--- src/rtl/tone_detector_if.sv ---
// Tone detector signal bundle: tone input plus recovered-count results.
// master = tone source / result consumer, slave = the detector itself.
`timescale 1ns/1ps
interface tone_detector_if #(
    parameter int WIDTH = 16
);
    logic             tone_in;
    logic [WIDTH-1:0] maxcount;
    logic             valid;
    logic             new_sample;
    logic             silent;

    modport master (
        output tone_in,
        input  maxcount,
        input  valid,
        input  new_sample,
        input  silent
    );

    modport slave (
        input  tone_in,
        output maxcount,
        output valid,
        output new_sample,
        output silent
    );
endinterface

--- src/rtl/tone_detector.sv ---
// Measures the half-period of a square-wave tone and reports it as a divider terminal count.
// Optional macro TONE_DETECTOR_AVG_EN: report the mean of the two latest half-periods.
`timescale 1ns/1ps
module tone_detector #(
    parameter int WIDTH       = 16,
    parameter int SYNC_STAGES = 2,
    parameter int TOL         = 2
) (
    input  logic            clk,
    input  logic            rst,
    tone_detector_if.slave  bus
);
    typedef enum logic [1:0] {S_IDLE, S_ARMED, S_TRACK, S_LOCKED} state_t;

    localparam int              SYNC_N  = (SYNC_STAGES < 2) ? 2 : SYNC_STAGES;
    localparam logic [WIDTH-1:0] CNT_MAX = '1;
    localparam logic [WIDTH:0]   TOL_W   = (WIDTH+1)'(TOL);

    logic [SYNC_N-1:0] r_sync;
    logic              r_hist;
    logic [WIDTH-1:0]  r_cnt;
    logic [WIDTH-1:0]  r_last;
    logic [WIDTH-1:0]  r_maxcount;
    state_t            r_state;
    logic              r_valid;
    logic              r_new_sample;
    logic              r_silent;

    logic              w_edge;
    logic              w_agree;
    logic [WIDTH:0]    w_diff;
    logic [WIDTH-1:0]  w_sample;
`ifdef TONE_DETECTOR_AVG_EN
    logic [WIDTH:0]    w_sum;
`endif

    // NOTE: every clocked block uses non-blocking assignments so all flops sample pre-edge values.
    always_ff @(posedge clk or posedge rst) begin
        if (rst) begin
            r_sync <= '0;
            r_hist <= 1'b0;
        end else begin
            r_sync <= {r_sync[SYNC_N-2:0], bus.tone_in};
            r_hist <= r_sync[SYNC_N-1];
        end
    end

    assign w_edge = r_sync[SYNC_N-1] ^ r_hist;

    // Half-period counter: restarts after each edge, sticks at all-ones when the tone stops.
    always_ff @(posedge clk or posedge rst) begin
        if (rst) begin
            r_cnt <= '0;
        end else if (w_edge) begin
            r_cnt <= '0;
        end else if (r_cnt != CNT_MAX) begin
            r_cnt <= r_cnt + 1'b1;
        end
    end

    // NOTE: every output of this block is assigned on all paths, so no latch is inferred.
    always_comb begin
        w_diff  = (r_cnt >= r_last) ? ({1'b0, r_cnt} - {1'b0, r_last})
                                    : ({1'b0, r_last} - {1'b0, r_cnt});
        w_agree = (w_diff <= TOL_W);
`ifdef TONE_DETECTOR_AVG_EN
        w_sum    = {1'b0, r_cnt} + {1'b0, r_last};
        w_sample = w_sum[WIDTH:1];
`else
        w_sample = r_cnt;
`endif
    end

    always_ff @(posedge clk or posedge rst) begin
        if (rst) begin
            r_state      <= S_IDLE;
            r_last       <= '0;
            r_maxcount   <= '0;
            r_valid      <= 1'b0;
            r_new_sample <= 1'b0;
            r_silent     <= 1'b1;
        end else begin
            r_new_sample <= 1'b0;
            if (w_edge) begin
                r_last <= r_cnt;
                // An edge after a saturated count restarts acquisition as if from IDLE.
                if (r_state == S_IDLE || r_cnt == CNT_MAX) begin
                    r_state    <= S_ARMED;
                    r_silent   <= 1'b0;
                    r_valid    <= 1'b0;
                    r_maxcount <= '0;
                end else begin
                    case (r_state)
                        S_ARMED: r_state <= S_TRACK;
                        S_TRACK: begin
                            if (w_agree) begin
                                r_state      <= S_LOCKED;
                                r_valid      <= 1'b1;
                                r_maxcount   <= w_sample;
                                r_new_sample <= ~r_new_sample;
                            end
                        end
                        S_LOCKED: begin
                            if (w_agree) begin
                                r_maxcount   <= w_sample;
                                r_new_sample <= ~r_new_sample;
                            end else begin
                                r_state <= S_TRACK;
                                r_valid <= 1'b0;
                            end
                        end
                        default: r_state <= S_IDLE;
                    endcase
                end
            end else if (r_cnt == CNT_MAX && r_state != S_IDLE) begin
                r_state    <= S_IDLE;
                r_valid    <= 1'b0;
                r_silent   <= 1'b1;
                r_maxcount <= '0;
            end
        end
    end

    assign bus.maxcount   = r_maxcount;
    assign bus.valid      = r_valid;
    assign bus.new_sample = r_new_sample;
    assign bus.silent     = r_silent;
endmodule

--- src/flat_wrapper.sv ---
// flat-port wrapper written by rule: the top's interface ports become plain ports
module tone_detector_flat 
#(
    parameter int WIDTH       = 16,
    parameter int SYNC_STAGES = 2,
    parameter int TOL         = 2
)
  (clk, rst, bus_tone_in, bus_maxcount, bus_valid, bus_new_sample, bus_silent);
  tone_detector_if #(.WIDTH(WIDTH)) bus_i ();
  input  logic clk;
  input  logic rst;
  input wire logic [$bits(bus_i.tone_in)-1:0] bus_tone_in;
  output wire logic [$bits(bus_i.maxcount)-1:0] bus_maxcount;
  output wire logic [$bits(bus_i.valid)-1:0] bus_valid;
  output wire logic [$bits(bus_i.new_sample)-1:0] bus_new_sample;
  output wire logic [$bits(bus_i.silent)-1:0] bus_silent;
  assign bus_i.tone_in = bus_tone_in;
  assign bus_maxcount = bus_i.maxcount;
  assign bus_valid = bus_i.valid;
  assign bus_new_sample = bus_i.new_sample;
  assign bus_silent = bus_i.silent;
  tone_detector #(.WIDTH(WIDTH), .SYNC_STAGES(SYNC_STAGES), .TOL(TOL)) u_core (.clk(clk), .rst(rst), .bus(bus_i));
endmodule
--- config.mk ---
export PLATFORM = sky130hd
export DESIGN_NAME = tone_detector_flat
export DESIGN_NICKNAME = d
export VERILOG_FILES = /design/src/rtl/tone_detector_if.sv /design/src/rtl/tone_detector.sv /design/src/flat_wrapper.sv
export SDC_FILE = /design/constraint.sdc
export NUM_CORES = 1
export LEC_CHECK = 0
export ABC_CLOCK_PERIOD_IN_PS = 11300
export CORE_ASPECT_RATIO = 0.75
export CORE_MARGIN = 2
export CORE_UTILIZATION = 45
export DETAILED_ROUTE_END_ITERATION = 7
export GPL_ROUTABILITY_DRIVEN = 0
export GPL_TIMING_DRIVEN = 0
export HOLD_SLACK_MARGIN = 0.02
export PLACE_DENSITY_LB_ADDON = 0.12
export SYNTH_ARGS = -nofsm -noshare
export SYNTH_HDL_FRONTEND = slang
export SYNTH_SLANG_ARGS = --single-unit
--- constraint.sdc ---
create_clock -name clk -period 11.3 [get_ports clk]
set_clock_uncertainty 0.15 [all_clocks]
set_input_delay 2.26 -clock clk [delete_from_list [all_inputs] [get_ports clk]]
set_output_delay 2.26 -clock clk [all_outputs]
set_load 0.01 [all_outputs]
==> impl_metrics.json <==
{
  "outcome": "finished, final reports clean",
  "num_vias": 3899,
  "ys.flop_type": "dfrtp_1",
  "final_cells": 676,
  "cts_setup_buffers": 0,
  "peakVddDrop_mv": 0.0696,
  "synth_nets": 555,
  "cts_resized": 0,
  "grt_usage": 0.233,
  "cts.clk_slew.worst_paths_ps": 70,
  "synth_area_per_cell_um2": 8.25,
  "finalMaxSlewViolations": 0,
  "syn-instance-count": 517,
  "wl_um": 11400,
  "drive_above_1_share": 0.0512,
  "yosysWarningCount": 0,
  "finalSetupTns_ps": 0,
  "dieArea_um2": 10300,
  "cpMaxStageDelayCell": "nor3_2",
  "grt_max_degree": 33,
  "clkLatencyLatePin_ps": 290,
  "coreArea_um2": 9120,
  "hold_slack_ps": 212,
  "fp.dieH_um": 88.3,
  "hold_violations": 0,
  "period_needed_ps": 4610,
  "cp-start-kind": "flop",
  "mostFrequentLayoutCell": "nand2_1",
  "place_inst": 667,
  "start_util": 0.467,
  "grt_setup_unrepaired": "false",
  "path_delay_family": "compound AO/OA/AOI/OAI gates",
  "grt_pass1_vias": 3581,
  "cp-end-kind": "flop",
  "antenna_found_initial": 1,
  "cap_violations": 0,
  "root_buffer": "clkbuf_16",
  "ys_seq_elements": 56,
  "synth_top_area_share": 0.323,
  "slew_headroom": 0.382,
  "synth_top_family_by_area": "simple AND/OR/NAND/NOR gates",
  "final_nets": 584,
  "synth_area_um2": 4260,
  "cts_hold_buf": 0,
  "drc": 0,
  "setup_viol": 0,
  "synthMuxAreaShare": 0.00235,
  "grt_remaining_overflow": 0,
  "firstDrtPassIters": 5,
  "post_drt_wl_per_cell_um": 16.8,
  "cts_tree": "done",
  "clock-sinks": 56,
  "die_width_um": 116,
  "slowest_delay_ps": 630,
  "first_iter_violations": 366,
  "fin_crit_sh": 0.408,
  "post-dp-hpwl_um": 8970,
  "io_buffers": 21,
  "worst_slew_pin_slew_ps": 920,
  "fmax_mhz": 217,
  "htree_levels": 2,
  "cp.arrival_ps": 4690,
  "rows": 30,
  "cp_cell_sequence": "ha_1 > clkbuf_1 > o211ai_1 > o21a_1 > a211o_1 > a31oi_1 > a221o_1 > o2111ai_1 > o2bb2ai_1 > nor3_2 > clkbuf_1 > o2111ai_1 > nand2_1",
  "synth_compound_area_frac": 0.218,
  "fin_util": 0.526,
  "antenna_left": 0,
  "crit_type": "reg2reg",
  "cts_buffers": 5,
  "synthAdderAreaFrac": 0.106,
  "synthArstFlopShare": 1.00,
  "netlist_top_cells_area": "dfrtp_1 32%, ha_1 9.7%, o21ai_0 5.2%",
  "crit_required_ps": 11380,
  "ys_seq_area_frac": 0.329,
  "leakage_nw": 2.09,
  "grt_pass1_wl_um": 18600,
  "clock_path_buffers": 2,
  "num_io_pins": 22,
  "path_buf_inv": 2,
  "synth_cell_types": 62,
  "worst_hold_path_type": "reg2reg",
  "worstPathMaxFanout": 10,
  "synth_xor_area_frac": 0.0596,
  "synth_edf_count": 0,
  "synthToLayoutAreaGrowth_pct": 12.4,
  "viasPerCell": 5.77,
  "final_cell_mix": "58 x nand2_1, 55 x dfrtp_1, 47 x nor2_1, 45 x inv_1, 44 x o21ai_0",
  "synthSimpleGateAreaFrac": 0.220,
  "powerDensity_nw_per_um2": 145,
  "synth_area_leader_cell": "dfrtp_1"
}
==> registers in the layout, summed over array words and instances, names as in the netlist <==
name,flops
u_core.bus.valid,1
u_core.bus.maxcount,16
u_core.r_hist,1
u_core.r_state,2
u_core.bus.new_sample,1
u_core.r_last,16
u_core.bus.silent,1
u_core.r_sync,2
u_core.r_cnt,16
==> worst reg2reg max path: stages, from the launching register on <==
cell and delay, ps:
dfrtp_1 450, ha_1 340, clkbuf_1 350, o211ai_1 160, o21a_1 250, a211o_1 320
a31oi_1 360, a221o_1 350, o2111ai_1 250, o2bb2ai_1 240, nor3_2 630, clkbuf_1 430
o2111ai_1 190, nand2_1 100
==> cell type report <==
cell class | count | area (um^2)
multi-input combinational | 393 | 2580
inverter | 46 | 173
clock buffer | 7 | 133
clock inverter | 1 | 5.00
antenna | 1 | 2.50
sequential | 56 | 1400
tap | 128 | 160
fill | 873 | 4330
timing repair buffer | 22 | 230
buffer | 22 | 104
==> where the power goes <==
part | leakage (nW) | total (W) | switching, W | internal (W)
Combinational | 1.26 | 0.000327 | 0.000194 | 0.000132
Sequential | 0.760 | 0.000215 | 0.00000832 | 0.000207
Clock | 0.0679 | 0.000151 | 0.0000693 | 0.0000822
==> cell usage after synthesis, types with 15 or more instances <==
library cell   n
a21oi_1       33
clkbuf_1      17
dfrtp_1       55
ha_1          33
inv_1         46
nand2_1       58
nand3_1       15
nand4_1       25
nor2_1        47
o21ai_0       44
xnor2_1       25
==> cells by family (layout without fill, tap and decap cells) <==
| group | count (synthesis) | count (layout) |
|---|---|---|
| adder cells (fa/ha/maj) | 35 | 35 |
| XOR/XNOR | 29 | 29 |
| AND/OR/NAND/NOR | 186 | 186 |
| buffers and inverters | 68 | 98 |
| multiplexers | 1 | 1 |
| flip-flops | 56 | 56 |
| AO/OA/AOI/OAI | 142 | 142 |
| other | 0 | 1 |
==> through the flow <==
stage / setup WS (ps) / power (W) / instance area (um^2)
global placement: 6490 / 0.000528 / 4630
CTS: 6830 / 0.000689 / 4790
global route: 6480 / 0.000736 / 4790
finish: 6690 / 0.000693 / 4790
detailed placement: 6840 / 0.000535 / 4650
floorplan: 7490 / 0.000461 / 4260
==> layer usage <==
metal  GRT usage  routed length [um]  vias up
met5           0                   0        -
met4      0.0411                 100        0
met3      0.0527                 817       11
met2       0.339                4860      118
met1       0.357                5570     1881
li1            -                   -     1889
==> path summary, 6_finish.rpt <==
kind / start / to / slack (ps) / depth (start not counted)
min in group asynchronous: rst / u_core.r_cnt[3] / 2190 / 2
max in group asynchronous: rst / u_core.bus.silent / 8180 / 3
worst max register to register: u_core.r_cnt[3] / u_core.bus.valid / 6690 / 13
worst max-delay path: u_core.r_cnt[3] / u_core.bus.valid / 6690 / 13
worst min register to register: u_core.r_sync[0] / u_core.r_sync[1] / 210 / 0
worst min-delay path: u_core.r_sync[0] / u_core.r_sync[1] / 210 / 0
Note: power is estimated with default switching activity, not from simulation.
